[config.mk]
export PLATFORM = sky130hd
export DESIGN_NAME = conv1_psum_collector
export DESIGN_NICKNAME = d
export VERILOG_FILES = /design/src/rtl/conv1_pkg.sv /design/src/rtl/conv1_psum_fifo.sv /design/src/rtl/conv1_psum_collector.sv
export SDC_FILE = /design/constraint.sdc
export NUM_CORES = 1
export LEC_CHECK = 0
export BUFFER_PORTS_ARGS = -buffer_cell sky130_fd_sc_hd__buf_2
export CORE_MARGIN = 8
export CORE_UTILIZATION = 30
export DETAILED_ROUTE_END_ITERATION = 12
export GPL_TIMING_DRIVEN = 0
export SYNTH_ARGS = -nofsm -noshare
export SYNTH_HDL_FRONTEND = slang
export SYNTH_SLANG_ARGS = --single-unit
[constraint.sdc]
create_clock -name clk -period 25.4 [get_ports clk]
set_clock_uncertainty 0.05 [all_clocks]
set_input_delay 1.27 -clock clk [delete_from_list [all_inputs] [get_ports clk]]
set_output_delay 1.27 -clock clk [all_outputs]
set_load 0.01 [all_outputs]
[src/rtl/conv1_pkg.sv]
// Shared widths, types and saturation helpers for the conv1 psum datapath.
// Pure combinational functions; no latency or flow control of their own.
package conv1_pkg;

  localparam int PSUM_W = 20;
  localparam int ACC_W  = 24;
  localparam int OUT_W  = 8;

  typedef logic signed [PSUM_W-1:0] psum_t;
  typedef logic signed [ACC_W-1:0]  acc_t;
  typedef logic signed [ACC_W:0]    ext_t;
  typedef logic signed [OUT_W-1:0]  out_t;

  typedef enum logic {
    ST_IDLE,
    ST_ACCUM
  } ch_state_t;

  localparam acc_t ACC_MAX = {1'b0, {(ACC_W-1){1'b1}}};
  localparam acc_t ACC_MIN = {1'b1, {(ACC_W-1){1'b0}}};
  localparam ext_t OUT_MAX = ext_t'((2**(OUT_W-1)) - 1);
  localparam ext_t OUT_MIN = ext_t'(-(2**(OUT_W-1)));

  function automatic acc_t sat_add(input acc_t a, input acc_t b);
    ext_t s;
    s = ext_t'(a) + ext_t'(b);
    if (s > ext_t'(ACC_MAX)) return ACC_MAX;
    if (s < ext_t'(ACC_MIN)) return ACC_MIN;
    return s[ACC_W-1:0];
  endfunction

  function automatic out_t sat_out(input ext_t x);
    if (x > OUT_MAX) return OUT_MAX[OUT_W-1:0];
    if (x < OUT_MIN) return OUT_MIN[OUT_W-1:0];
    return x[OUT_W-1:0];
  endfunction

endpackage

[src/rtl/conv1_psum_fifo.sv]
// Small synchronous FIFO for finished output pixels; head is visible combinationally.
// Push into a full FIFO succeeds only with a same-cycle pop, otherwise it is reported as dropped.
module conv1_psum_fifo #(
  parameter int W     = 8,
  parameter int DEPTH = 4
) (
  input  logic                     clk,
  input  logic                     rst_n,
  input  logic                     clr,
  input  logic                     push,
  input  logic [W-1:0]             push_dat,
  input  logic                     pop,
  output logic [W-1:0]             head,
  output logic                     full,
  output logic                     empty,
  output logic [$clog2(DEPTH):0]   count,
  output logic                     drop
);

  localparam int AW = $clog2(DEPTH);
  localparam int CW = AW + 1;
  localparam logic [CW-1:0] DEPTH_C = CW'(DEPTH);

  logic [W-1:0]  mem [DEPTH];
  logic [AW-1:0] wr_ptr;
  logic [AW-1:0] rd_ptr;
  logic          pop_ok;
  logic          push_ok;

  assign empty   = (count == '0);
  assign full    = (count == DEPTH_C);
  assign pop_ok  = pop & ~empty;
  assign push_ok = push & (~full | pop_ok);
  assign drop    = push & ~push_ok;
  assign head    = empty ? '0 : mem[rd_ptr];

  always_ff @(posedge clk or negedge rst_n) begin
    if (!rst_n) begin
      wr_ptr <= '0;
      rd_ptr <= '0;
      count  <= '0;
    end else if (clr) begin
      wr_ptr <= '0;
      rd_ptr <= '0;
      count  <= '0;
    end else begin
      if (push_ok) wr_ptr <= wr_ptr + AW'(1);
      if (pop_ok)  rd_ptr <= rd_ptr + AW'(1);
      case ({push_ok, pop_ok})
        2'b10:   count <= count + CW'(1);
        2'b01:   count <= count - CW'(1);
        default: count <= count;
      endcase
    end
  end

  // Storage needs no reset: pointers and count define which entries are live.
  always_ff @(posedge clk) begin
    if (push_ok) mem[wr_ptr] <= push_dat;
  end

endmodule

[src/rtl/conv1_psum_collector.sv]
// Sums C_IN channel psums plus bias per pixel, then ReLU/round-shift/saturate into an output FIFO.
// Last psum to out_valid is 2 cycles on an empty FIFO; results arriving at a full, unpopped FIFO are dropped.
module conv1_psum_collector
  import conv1_pkg::*;
#(
  parameter int C_IN       = 3,
  parameter int FIFO_DEPTH = 4
) (
  input  logic                          clk,
  input  logic                          rst_n,
  input  logic                          en,
  input  logic                          clr,
  input  logic                          psum_valid,
  input  logic signed [PSUM_W-1:0]      psum_in,
  input  logic signed [ACC_W-1:0]       bias,
  input  logic [3:0]                    shift,
  input  logic                          relu_en,
  output logic                          out_valid,
  input  logic                          out_ready,
  output logic signed [OUT_W-1:0]       out_data,
  output logic [$clog2(FIFO_DEPTH):0]   fifo_count,
  output logic                          busy,
  output logic                          overflow
);

  localparam int CNT_W = (C_IN > 1) ? $clog2(C_IN) : 1;
  localparam logic [CNT_W-1:0] LAST_CH = CNT_W'(C_IN - 1);

  ch_state_t        state, state_nxt;
  logic [CNT_W-1:0] ch_cnt, ch_cnt_nxt;
  logic             take, first, last;
  acc_t             acc, sum_cur;
  logic             post_vld;
  out_t             post_dat;
  logic             push, drop, fifo_full, fifo_empty;

  function automatic out_t post_proc(input acc_t sum, input logic [3:0] sh, input logic relu);
    ext_t s;
    ext_t rnd;
    if (relu && sum < 0) s = '0;
    else                 s = ext_t'(sum);
    if (sh != 4'd0) begin
      rnd = '0;
      rnd[sh - 4'd1] = 1'b1;
      s = (s + rnd) >>> sh;
    end
    return sat_out(s);
  endfunction

  always_ff @(posedge clk or negedge rst_n) begin
    if (!rst_n) begin
      state  <= ST_IDLE;
      ch_cnt <= '0;
    end else begin
      state  <= state_nxt;
      ch_cnt <= ch_cnt_nxt;
    end
  end

  always_comb begin
    state_nxt  = state;
    ch_cnt_nxt = ch_cnt;
    if (clr) begin
      state_nxt  = ST_IDLE;
      ch_cnt_nxt = '0;
    end else if (take) begin
      if (last) begin
        state_nxt  = ST_IDLE;
        ch_cnt_nxt = '0;
      end else begin
        state_nxt  = ST_ACCUM;
        ch_cnt_nxt = ch_cnt + CNT_W'(1);
      end
    end
  end

  always_comb begin
    take  = en & psum_valid;
    first = (state == ST_IDLE);
    last  = (ch_cnt == LAST_CH);
    busy  = (state == ST_ACCUM);
  end

  // Channel 0 restarts from bias, so a stale acc never leaks into a new pixel.
  assign sum_cur = sat_add(first ? bias : acc, acc_t'(psum_in));

  always_ff @(posedge clk or negedge rst_n) begin
    if (!rst_n) begin
      acc      <= '0;
      post_vld <= 1'b0;
      post_dat <= '0;
    end else if (clr) begin
      acc      <= '0;
      post_vld <= 1'b0;
      post_dat <= '0;
    end else if (take) begin
      acc      <= sum_cur;
      post_vld <= last;
      if (last) post_dat <= post_proc(sum_cur, shift, relu_en);
    end else if (en) begin
      post_vld <= 1'b0;
    end
  end

  assign push = en & post_vld;

  always_ff @(posedge clk or negedge rst_n) begin
    if (!rst_n)    overflow <= 1'b0;
    else if (clr)  overflow <= 1'b0;
    else if (drop) overflow <= 1'b1;
  end

  conv1_psum_fifo #(
    .W     (OUT_W),
    .DEPTH (FIFO_DEPTH)
  ) u_fifo (
    .clk      (clk),
    .rst_n    (rst_n),
    .clr      (clr),
    .push     (push),
    .push_dat (post_dat),
    .pop      (out_ready),
    .head     (out_data),
    .full     (fifo_full),
    .empty    (fifo_empty),
    .count    (fifo_count),
    .drop     (drop)
  );

  assign out_valid = ~fifo_empty;

endmodule

==> run_results.csv, run 1 <==
group,metric,value,unit
status,status,"completed",
floorplan,start_util,30.2,%
critical_path,end_kind,"flip-flop",
logic_synthesis,synth_fa_ha_area_share,6.25,%
sta,final-hold-violation-count,0,
detailed_routing,wl_met1,16500,µm
placed_design,portBuffers,68,
global_routing,grt_max_degree,45,
logic_synthesis,synth-seq-cells,76,
floorplan,rows,64,
critical_path,cp_data_arrival_time,11.50,ns
logic_synthesis,synth_cells,1177,
global_routing,grt_pass1_vias,9587,
detailed_routing,wl_met2,16600,µm
cells_and_area,antenna_cells,0,
logic_synthesis,synthFlopType,"dfrtp_1",
critical_path,worstPathRequired,25.54,ns
sta,worstMarginPinSlew,1.27,ns
detailed_routing,dr.max_layer_used,"met4",
critical_path,cp_num_cells,34,
power_and_ir_drop,total_power,0.666,mW
min_path,min_path_type,"flip-flop to flip-flop",
detailed_routing,drc,0,
logic_synthesis,synth-compound-area-share,30.7,%
sta,slew_violations,0,
logic_synthesis,synth_top_area_share,12.1,%
sta,period_minus_slack,11.36,ns
logic_synthesis,yosys_warnings,0,
detailed_routing,routed_wl,37100,µm
logic_synthesis,synth.net_count,1275,
floorplan,io_pins,69,
sta,fmax,88.0,MHz
cts,numCtsBuffers,9,
sta,max-slew-margin-rel,14.7,%
power_and_ir_drop,p_leak,3.99,nW
detailed_routing,first_pass_iters,7,
logic_synthesis,synth-xor-area-share,3.26,%
placed_design,hpwl,30000,µm
run,drv_cap,0,
logic_synthesis,yosysUniqueCellTypes,95,
cts,post_cts_buffers,0,
logic_synthesis,synth_top_area_cell,"dfrtp_1",
critical_path,cp-start-kind,"flip-flop",
logic_synthesis,synthMuxAreaShare,8.18,%
logic_synthesis,async_flop_share,57.9,%
global_routing,grt_use_total,20.0,%
cts,clk_pin_slew,0.06,ns
cts,root_buffer,"clkbuf_16",
logic_synthesis,syn-mean-instance-area,7.76,µm²
power_and_ir_drop,power_density,65.1,mW/mm²
detailed_routing,wl_met3,2960,µm
logic_synthesis,synth-simple-area-share,24.6,%
logic_synthesis,synth_top_family_by_area,"compound AO/OA/AOI/OAI gates",
sta,setup-tns-final,0,ns
critical_path,reg2reg_depth,34,
detailed_routing,drtIter0Drc,1229,
power_and_ir_drop,ir_drop,0.0245,mV
logic_synthesis,synth.area.top_cells,"dfrtp_1 (12%), edfxtp_1 (11%), a21oi_1 (6.2%)",
cts,clock_latency,0.33,ns
placed_design,place_congestion,1.01,
logic_synthesis,synth_area,0.00913,mm²
sta,period_share,44.7,%
floorplan,die_y,190,µm
cells_and_area,drive_above_1_share,12.9,%
cts,clock-sinks,76,
logic_synthesis,synth_edf_count,32,
floorplan,dieArea,0.0363,mm²
global_routing,grt_first_pass_wirelength,57400,µm
floorplan,core-area,0.0303,mm²
critical_path,max_stage_delay,0.65,ns
critical_path,path_common_cell,"clkbuf_1",
detailed_routing,viasPerCell,6.02,
detailed_routing,vias,9979,
cts,cts_hold_buf,0,
cells_and_area,area_growth,12.1,%
critical_path,path_max_fanout,10,
critical_path,path_class,"flip-flop to flip-flop",
sta,rsz0062_at_grt,"no",
cts,cts_tree,"yes",
global_routing,grt_overflow,0,
cts,htree_levels,3,
critical_path,critical-path-top-delay-family,"compound AO/OA/AOI/OAI gates",
floorplan,die_w,190,µm
min_path,whs_path_depth,0,
sta,setup_viol,0,
critical_path,critPathSlowestCell,"a211oi_1",
global_routing,antenna_found_initial,0,
logic_synthesis,synth-seq-area-share,22.6,%
cells_and_area,fillers,3268,
cts,cts_resized,0,
critical_path,crit_buf_inv,8,
cells_and_area,fin_nets,1355,
detailed_routing,post_drt_wl_per_cell,22.4,µm
detailed_routing,ant_nets,0,
cts,clk_path_buf_depth,2,
per-layer routing:
metal,track usage (%),vias up
li1,-,4660
met1,27.5,4789
met2,32.0,459
met3,2.58,71
met4,6.29,0
met5,0,-
metrics by stage:
stage	worst slack (ns)	instances	hold slack, ns	cell area (µm²)	util [%]
floorplan	17.03	1177	0.426	9130	-
global placement	14.10	1641	0.439	9970	32.9
detailed placement	14.18	1641	0.457	9970	32.9
CTS	14.22	1657	0.470	10200	33.8
global route	13.21	1658	0.500	10200	33.8
finish	14.04	1658	0.465	10200	33.8
state kept, by name, indices dropped and copies added (netlist names):
register and cells:
post_dat 8, u_fifo.count 3, acc 24, u_fifo.wr_ptr 2, overflow 1, busy 1
u_fifo.rd_ptr 2, post_vld 1, u_fifo.mem 32, ch_cnt 2
worst register-to-register path: cells and delay by family, from the launching register on:
family,cells,cell delay [ns]
xor+xnor,1,0.57
mux,1,0.25
flops,1,0.34
compound gates,15,4.60
simple gates,7,1.67
fa+ha+maj,2,0.64
buf+inv,8,3.11
cell usage in the layout, fill, tap and decap left out, drive strengths merged, types with 14 or more instances in the layout:
cell type  count
nor2         141
nor3          41
xor2          16
mux2          27
dfrtp         44
nand2        124
a21oi        116
mux2i         15
or3           14
buf           87
nand3         24
o21ai         63
clkbuf        64
ha            40
inv           25
edfxtp        32
nand4         18
a211oi        42
xnor2         18
a21o          24
and2          29
worst paths after layout:
path	start	to	slack [ns]
worst max-delay path	busy$_DFFE_PN0P_	post_dat[5]$_DFFE_PN0P_	14.04
worst min-delay path	post_dat[6]$_DFFE_PN0P_	u_fifo.mem[0][6]$_DFFE_PP_	0.46
worst max register to register	busy$_DFFE_PN0P_	post_dat[5]$_DFFE_PN0P_	14.04
worst min register to register	post_dat[6]$_DFFE_PN0P_	u_fifo.mem[0][6]$_DFFE_PP_	0.46
max in group asynchronous	rst_n	post_dat[0]$_DFFE_PN0P_	23.60
min in group asynchronous	rst_n	acc[5]$_DFFE_PN0P_	1.06
area by class of cell:
cell class	count	area (µm²)	share of cell area, %
clock inverter	5	28.8	0.281
inverter	27	101	0.990
clock buffer	11	233	2.27
sequential	76	2060	20.1
buffer	71	298	2.91
timing repair buffer	69	348	3.40
tap	396	495	4.84
multi-input combinational	1003	6670	65.2
where the power goes:
group / switching, mW / internal (mW) / total (mW)
sequential: 0.00641 / 0.134 / 0.140
combinational: 0.272 / 0.142 / 0.413
clock: 0.0474 / 0.0656 / 0.113
logic make-up after synthesis:
group / Yosys count
AOI/OAI and AO/OA: 406
and+or+nand+nor: 464
buffers and inverters: 98
DFF: 76
adders and majority gates: 44
xor gates and xnor gates: 34
muxes: 55
cells in the mapped netlist, types with 11 or more instances:
master,instances
clkbuf_1,52
or3_1,14
a21o_1,24
nand2_1,124
nor4_1,11
edfxtp_1,32
nand3_1,24
xor2_1,16
and2_1,28
nand4_1,18
dfrtp_1,44
xnor2_1,18
a31oi_1,13
mux2_2,27
a211oi_1,39
inv_1,24
nor2_1,139
o21ai_0,49
ha_1,40
nor3_1,41
mux2i_1,15
o21ai_1,14
o211ai_1,11
a21oi_1,114
mux4_2,13
No activity file was read; power rests on OpenSTA's default activity.
==> run 2, diff against run 1 <==
Clock period 25.4 ns to 9.9 ns, I/O delays scaled along.
==> run_results.csv, run 2 (synthesis gave the netlist of run 1 again) <==
group,metric,value,unit
placed_design,hpwl,30000,µm
sta,setup_viol,0,
cells_and_area,largest_reg_flops,32,
sta,final-hold-violation-count,0,
placed_design,portBuffers,68,
cells_and_area,regMostFlops,"u_fifo.mem",
power_and_ir_drop,p_leak,4.03,nW
detailed_routing,ant_nets,0,
sta,period_share,95.3,%
critical_path,max_stage_delay,1.20,ns
cells_and_area,largestRegisters,"u_fifo.mem x32, acc x24, post_dat x8",
critical_path,worstPathRequired,10.10,ns
cts,cts_tree,"yes",
global_routing,antenna_found_initial,0,
floorplan,io_pins,69,
global_routing,grt_overflow,0,
sta,fin_hold_ws,0.287,ns
sta,worstMarginPinSlew,1.51,ns
status,violations,"capacitance limit, slew limit",
cells_and_area,area_growth,13.4,%
detailed_routing,viasPerCell,6.09,
detailed_routing,routed_wl,37200,µm
critical_path,end_kind,"flip-flop",
critical_path,critPathSlowestCell,"a211oi_1",
detailed_routing,drc,0,
critical_path,cp_data_arrival_time,9.64,ns
critical_path,cp-start-kind,"flip-flop",
sta,fmax,106,MHz
cts,numCtsBuffers,9,
status,status,"finished with violations",
run,drv_cap,1,
global_routing,grt_max_degree,45,
min_path,min_path_type,"input pin to asynchronous set/reset pin",
power_and_ir_drop,power_density,167,mW/mm²
detailed_routing,vias,10100,
cts,clk_pin_slew,0.06,ns
cts,cts_hold_buf,0,
global_routing,grt_pass1_vias,9584,
detailed_routing,post_drt_wl_per_cell,22.5,µm
critical_path,path_max_fanout,10,
detailed_routing,first_pass_iters,5,
placed_design,place_congestion,1.01,
cts,root_buffer,"clkbuf_16",
global_routing,grt_use_total,20.0,%
cells_and_area,fin_nets,1355,
cells_and_area,drive_above_1_share,14.8,%
cells_and_area,antenna_cells,0,
cts,clock_latency,0.33,ns
placed_design,dp_slack,-1.19,ns
floorplan,core-area,0.0303,mm²
global_routing,grt_first_pass_wirelength,57500,µm
sta,max-slew-margin-rel,-1.43,%
floorplan,die_w,190,µm
cells_and_area,final_cell_mix,"nor2_1 (138), nand2_1 (124), a21oi_1 (111)",
power_and_ir_drop,ir_drop,0.0660,mV
cts,htree_levels,3,
floorplan,rows,64,
cts,clock-sinks,76,
sta,period_minus_slack,9.44,ns
floorplan,die_y,190,µm
critical_path,path_class,"flip-flop to flip-flop",
sta,fin_ws,0.464,ns
floorplan,start_util,30.2,%
detailed_routing,drtIter0Drc,1197,
cts,clk_path_buf_depth,2,
cells_and_area,layout_commonest_cell,"nor2_1",
sta,slew_violations,7,
sta,rsz0062_at_grt,"no",
floorplan,dieArea,0.0363,mm²
-- run 2: cell count changes in the layout (fill, tap and decap cells not counted), sizes merged --
cell,before,now
buf,87,92
clkbuf,64,59
-- run 2: path summary, 6_finish.rpt --
check / startpoint / endpoint / slack [ns] / cells past startpoint
setup / recovery: busy$_DFFE_PN0P_ / post_dat[3]$_DFFE_PN0P_ / 0.46 / 30
max in group asynchronous: rst_n / busy$_DFFE_PN0P_ / 8.83 / 1
setup reg to reg: busy$_DFFE_PN0P_ / post_dat[3]$_DFFE_PN0P_ / 0.46 / 30
min in group clk: en / overflow$_DFFE_PN0P_ / 0.46 / 3
hold / removal: rst_n / acc[5]$_DFFE_PN0P_ / 0.29 / 1
hold reg to reg: post_dat[6]$_DFFE_PN0P_ / u_fifo.mem[0][6]$_DFFE_PP_ / 0.46 / 0
-- run 2: repair_timing --
item	in CTS	in global routing
resized for setup	11	17
endpoints found under the setup margin	7	7
pin swaps	2	2
buffers inserted	1	4
-- run 2: report_power, final --
group	switching, mW	total (mW)	internal (mW)
Combinational	0.704	1.07	0.370
Sequential	0.0176	0.360	0.343
Clock	0.124	0.293	0.168
-- run 2: per-stage QoR --
stage          setup TNS [ns]  std cells  total power, mW  utilization [%]  cell area [µm²]
6_report                    0       1658             1.73             34.2            10400
3_5_place_dp            -7.16       1641             1.39             32.9             9970
2_1_floorplan               0       1177             1.06                -             9130
5_1_grt                     0       1658             1.82             34.2            10400
3_3_place_gp            -7.65       1641             1.39             32.9             9970
4_1_cts                     0       1657             1.69             33.9            10300
-- run 2: cell type report --
| class | instances | area, µm² |
|---|---|---|
| buffer | 67 | 294 |
| clock buffer | 11 | 233 |
| clock inverter | 5 | 28.8 |
| fill | 3255 | 19900 |
| inverter | 27 | 101 |
| multi-input combinational | 1003 | 6760 |
| sequential | 76 | 2060 |
| tap | 396 | 495 |
| timing repair buffer | 73 | 378 |
-- run 2: routing by layer --
layer / part of all wire, % / vias up / track usage, %
met5: 0 / - / 0
met4: 3.1 / 0 / 6.41
met3: 7.9 / 83 / 2.30
met2: 44 / 476 / 32.1
met1: 44 / 4864 / 27.7
li1: - / 4679 / -
-- run 2: worst max-delay path: cells and delay by family, from the launching register on --
kind | cells | cell delay (ns)
buffers and inverters | 5 | 1.07
AND/OR/NAND/NOR | 7 | 1.71
flip-flops | 1 | 0.46
adder cells (fa/ha/maj) | 2 | 0.66
multiplexers | 2 | 0.57
AO/OA/AOI/OAI | 14 | 4.81
==> run 3, diff against run 2 <==
Settings changed: ABC_CLOCK_PERIOD_IN_PS set to 12050, CORE_MARGIN 8 to 4.
Clock period 9.9 ns to 12.05 ns, I/O delays scaled along.
==> run_results.csv, run 3 (synthesis gave the netlist of run 1 again) <==
group,metric,value,unit
critical_path,path_class,"flip-flop to flip-flop",
power_and_ir_drop,seqPwrFrac,20.3,%
detailed_routing,first_pass_iters,7,
global_routing,grt_overflow,0,
floorplan,rows,63,
cts,post_cts_buffers,0,
cts,clk_pin_slew,0.06,ns
cells_and_area,fillers,3183,
detailed_routing,vias,10300,
cells_and_area,largest_reg_flops,32,
critical_path,crit_buf_inv,8,
placed_design,dp.cells,1635,
cells_and_area,final_cell_mix,"nor2_1 (139), nand2_1 (124), a21oi_1 (114)",
cells_and_area,largestRegisters,"u_fifo.mem x32, acc x24, post_dat x8",
cts,cts_tree,"yes",
status,status,"completed",
sta,final-hold-violation-count,0,
cells_and_area,fin_cells,1651,
run,drv_cap,0,
placed_design,portBuffers,68,
cells_and_area,layout_commonest_cell,"nor2_1",
cts,htree_levels,3,
cells_and_area,regMostFlops,"u_fifo.mem",
power_and_ir_drop,ir_drop,0.0658,mV
placed_design,place_congestion,1.02,
cells_and_area,fin_nets,1354,
sta,fin_ws,0.817,ns
global_routing,grt_max_degree,45,
min_path,min_path_type,"input pin to asynchronous set/reset pin",
cts,clock_latency,0.33,ns
critical_path,reg2reg_slack,0.82,ns
cts,root_buffer,"clkbuf_16",
cts,cts_hold_buf,0,
global_routing,grt_pass1_vias,9622,
critical_path,reg2reg_depth,34,
cells_and_area,area_growth,12.7,%
cts,cts_resized,0,
detailed_routing,drtIter0Drc,1334,
critical_path,cp_data_arrival_time,11.37,ns
cells_and_area,drive_above_1_share,13.1,%
power_and_ir_drop,p_int,0.768,mW
global_routing,antenna_found_initial,0,
floorplan,die_w,182,µm
power_and_ir_drop,p_clk_share,20.1,%
power_and_ir_drop,total_power,1.45,mW
placed_design,hpwl,29100,µm
critical_path,path_common_cell,"clkbuf_1",
critical_path,rr_endpoint,"post_dat[5]$_DFFE_PN0P_",
floorplan,core-area,0.0298,mm²
placed_design,dp_slack,1.06,ns
detailed_routing,post_drt_wl_per_cell,22.0,µm
critical_path,worstPathRequired,12.19,ns
floorplan,io_pins,69,
critical_path,end_kind,"flip-flop",
critical_path,critical-path-top-delay-family,"compound AO/OA/AOI/OAI gates",
critical_path,critPathSlowestCell,"buf_1",
sta,period_share,93.2,%
power_and_ir_drop,comb_power_share,59.5,%
detailed_routing,routed_wl,36400,µm
critical_path,path_max_fanout,10,
detailed_routing,ant_nets,0,
detailed_routing,drc,0,
detailed_routing,viasPerCell,6.23,
power_and_ir_drop,switching_share,47.1,%
sta,period_minus_slack,11.23,ns
sta,setup_viol,0,
sta,setup-tns-final,0,ns
floorplan,die_y,182,µm
floorplan,start_util,30.7,%
sta,fmax,89.0,MHz
cells_and_area,fin_util,34.5,%
power_and_ir_drop,p_switching,0.683,mW
sta,slew_violations,0,
sta,rsz0062_at_grt,"no",
critical_path,reg2reg_from,"busy$_DFFE_PN0P_",
cts,clk_path_buf_depth,2,
sta,max-slew-margin-rel,11.6,%
sta,worstMarginPinSlew,1.32,ns
cts,clock-sinks,76,
floorplan,dieArea,0.0333,mm²
global_routing,grt_first_pass_wirelength,56000,µm
cts,numCtsBuffers,9,
critical_path,max_stage_delay,0.62,ns
cells_and_area,antenna_cells,0,
power_and_ir_drop,power_density,141,mW/mm²
global_routing,grt_use_total,21.0,%
critical_path,cp-start-kind,"flip-flop",
power_and_ir_drop,p_leak,4.02,nW
-- run 3: layer usage --
metal	track usage [%]	vias up	part of all wire, %
met5	0	-	0
met4	7.66	0	4.2
met3	3.71	98	9.8
met2	32.8	565	44
met1	29.1	4953	42
li1	-	4664	-
-- run 3: power by group through the flow --
stage / combinational (mW) / clock (mW) / sequential, mW
finish: 0.864 / 0.292 / 0.295
global route: 0.930 / 0.308 / 0.296
detailed placement: 0.832 / 0 / 0.300
global placement: 0.839 / 0 / 0.300
floorplan: 0.572 / 0 / 0.296
CTS: 0.837 / 0.295 / 0.295
-- run 3: final cells by class --
| class | count | area, µm² | area share (%) |
|---|---|---|---|
| timing repair buffer | 68 | 340 | 3.31 |
| buffer | 71 | 298 | 2.89 |
| multi-input combinational | 1003 | 6670 | 64.8 |
| clock inverter | 2 | 37.5 | 0.365 |
| inverter | 27 | 101 | 0.985 |
| tap | 390 | 488 | 4.74 |
| sequential | 76 | 2060 | 20.0 |
| clock buffer | 14 | 295 | 2.87 |
-- run 3: through the flow --
stage | hold WS [ns] | area, µm²
2_1_floorplan | 0.257 | 9130
5_1_grt | 0.462 | 10300
3_5_place_dp | 0.467 | 9960
4_1_cts | 0.417 | 10300
3_3_place_gp | 0.447 | 9960
6_report | 0.400 | 10300
-- run 3: how the worst max path moves through the flow --
stage,startpoint,end,slack [ns],depth (start not counted)
3_5_place_dp,busy$_DFFE_PN0P_,post_dat[5]$_DFFE_PN0P_,1.06,34
2_1_floorplan,busy$_DFFE_PN0P_,post_dat[1]$_DFFE_PN0P_,3.84,35
3_3_place_gp,busy$_DFFE_PN0P_,post_dat[5]$_DFFE_PN0P_,1.01,34
6_report,busy$_DFFE_PN0P_,post_dat[5]$_DFFE_PN0P_,0.82,34
5_1_grt,busy$_DFFE_PN0P_,post_dat[5]$_DFFE_PN0P_,0.01,34
4_1_cts,busy$_DFFE_PN0P_,post_dat[5]$_DFFE_PN0P_,1.01,34
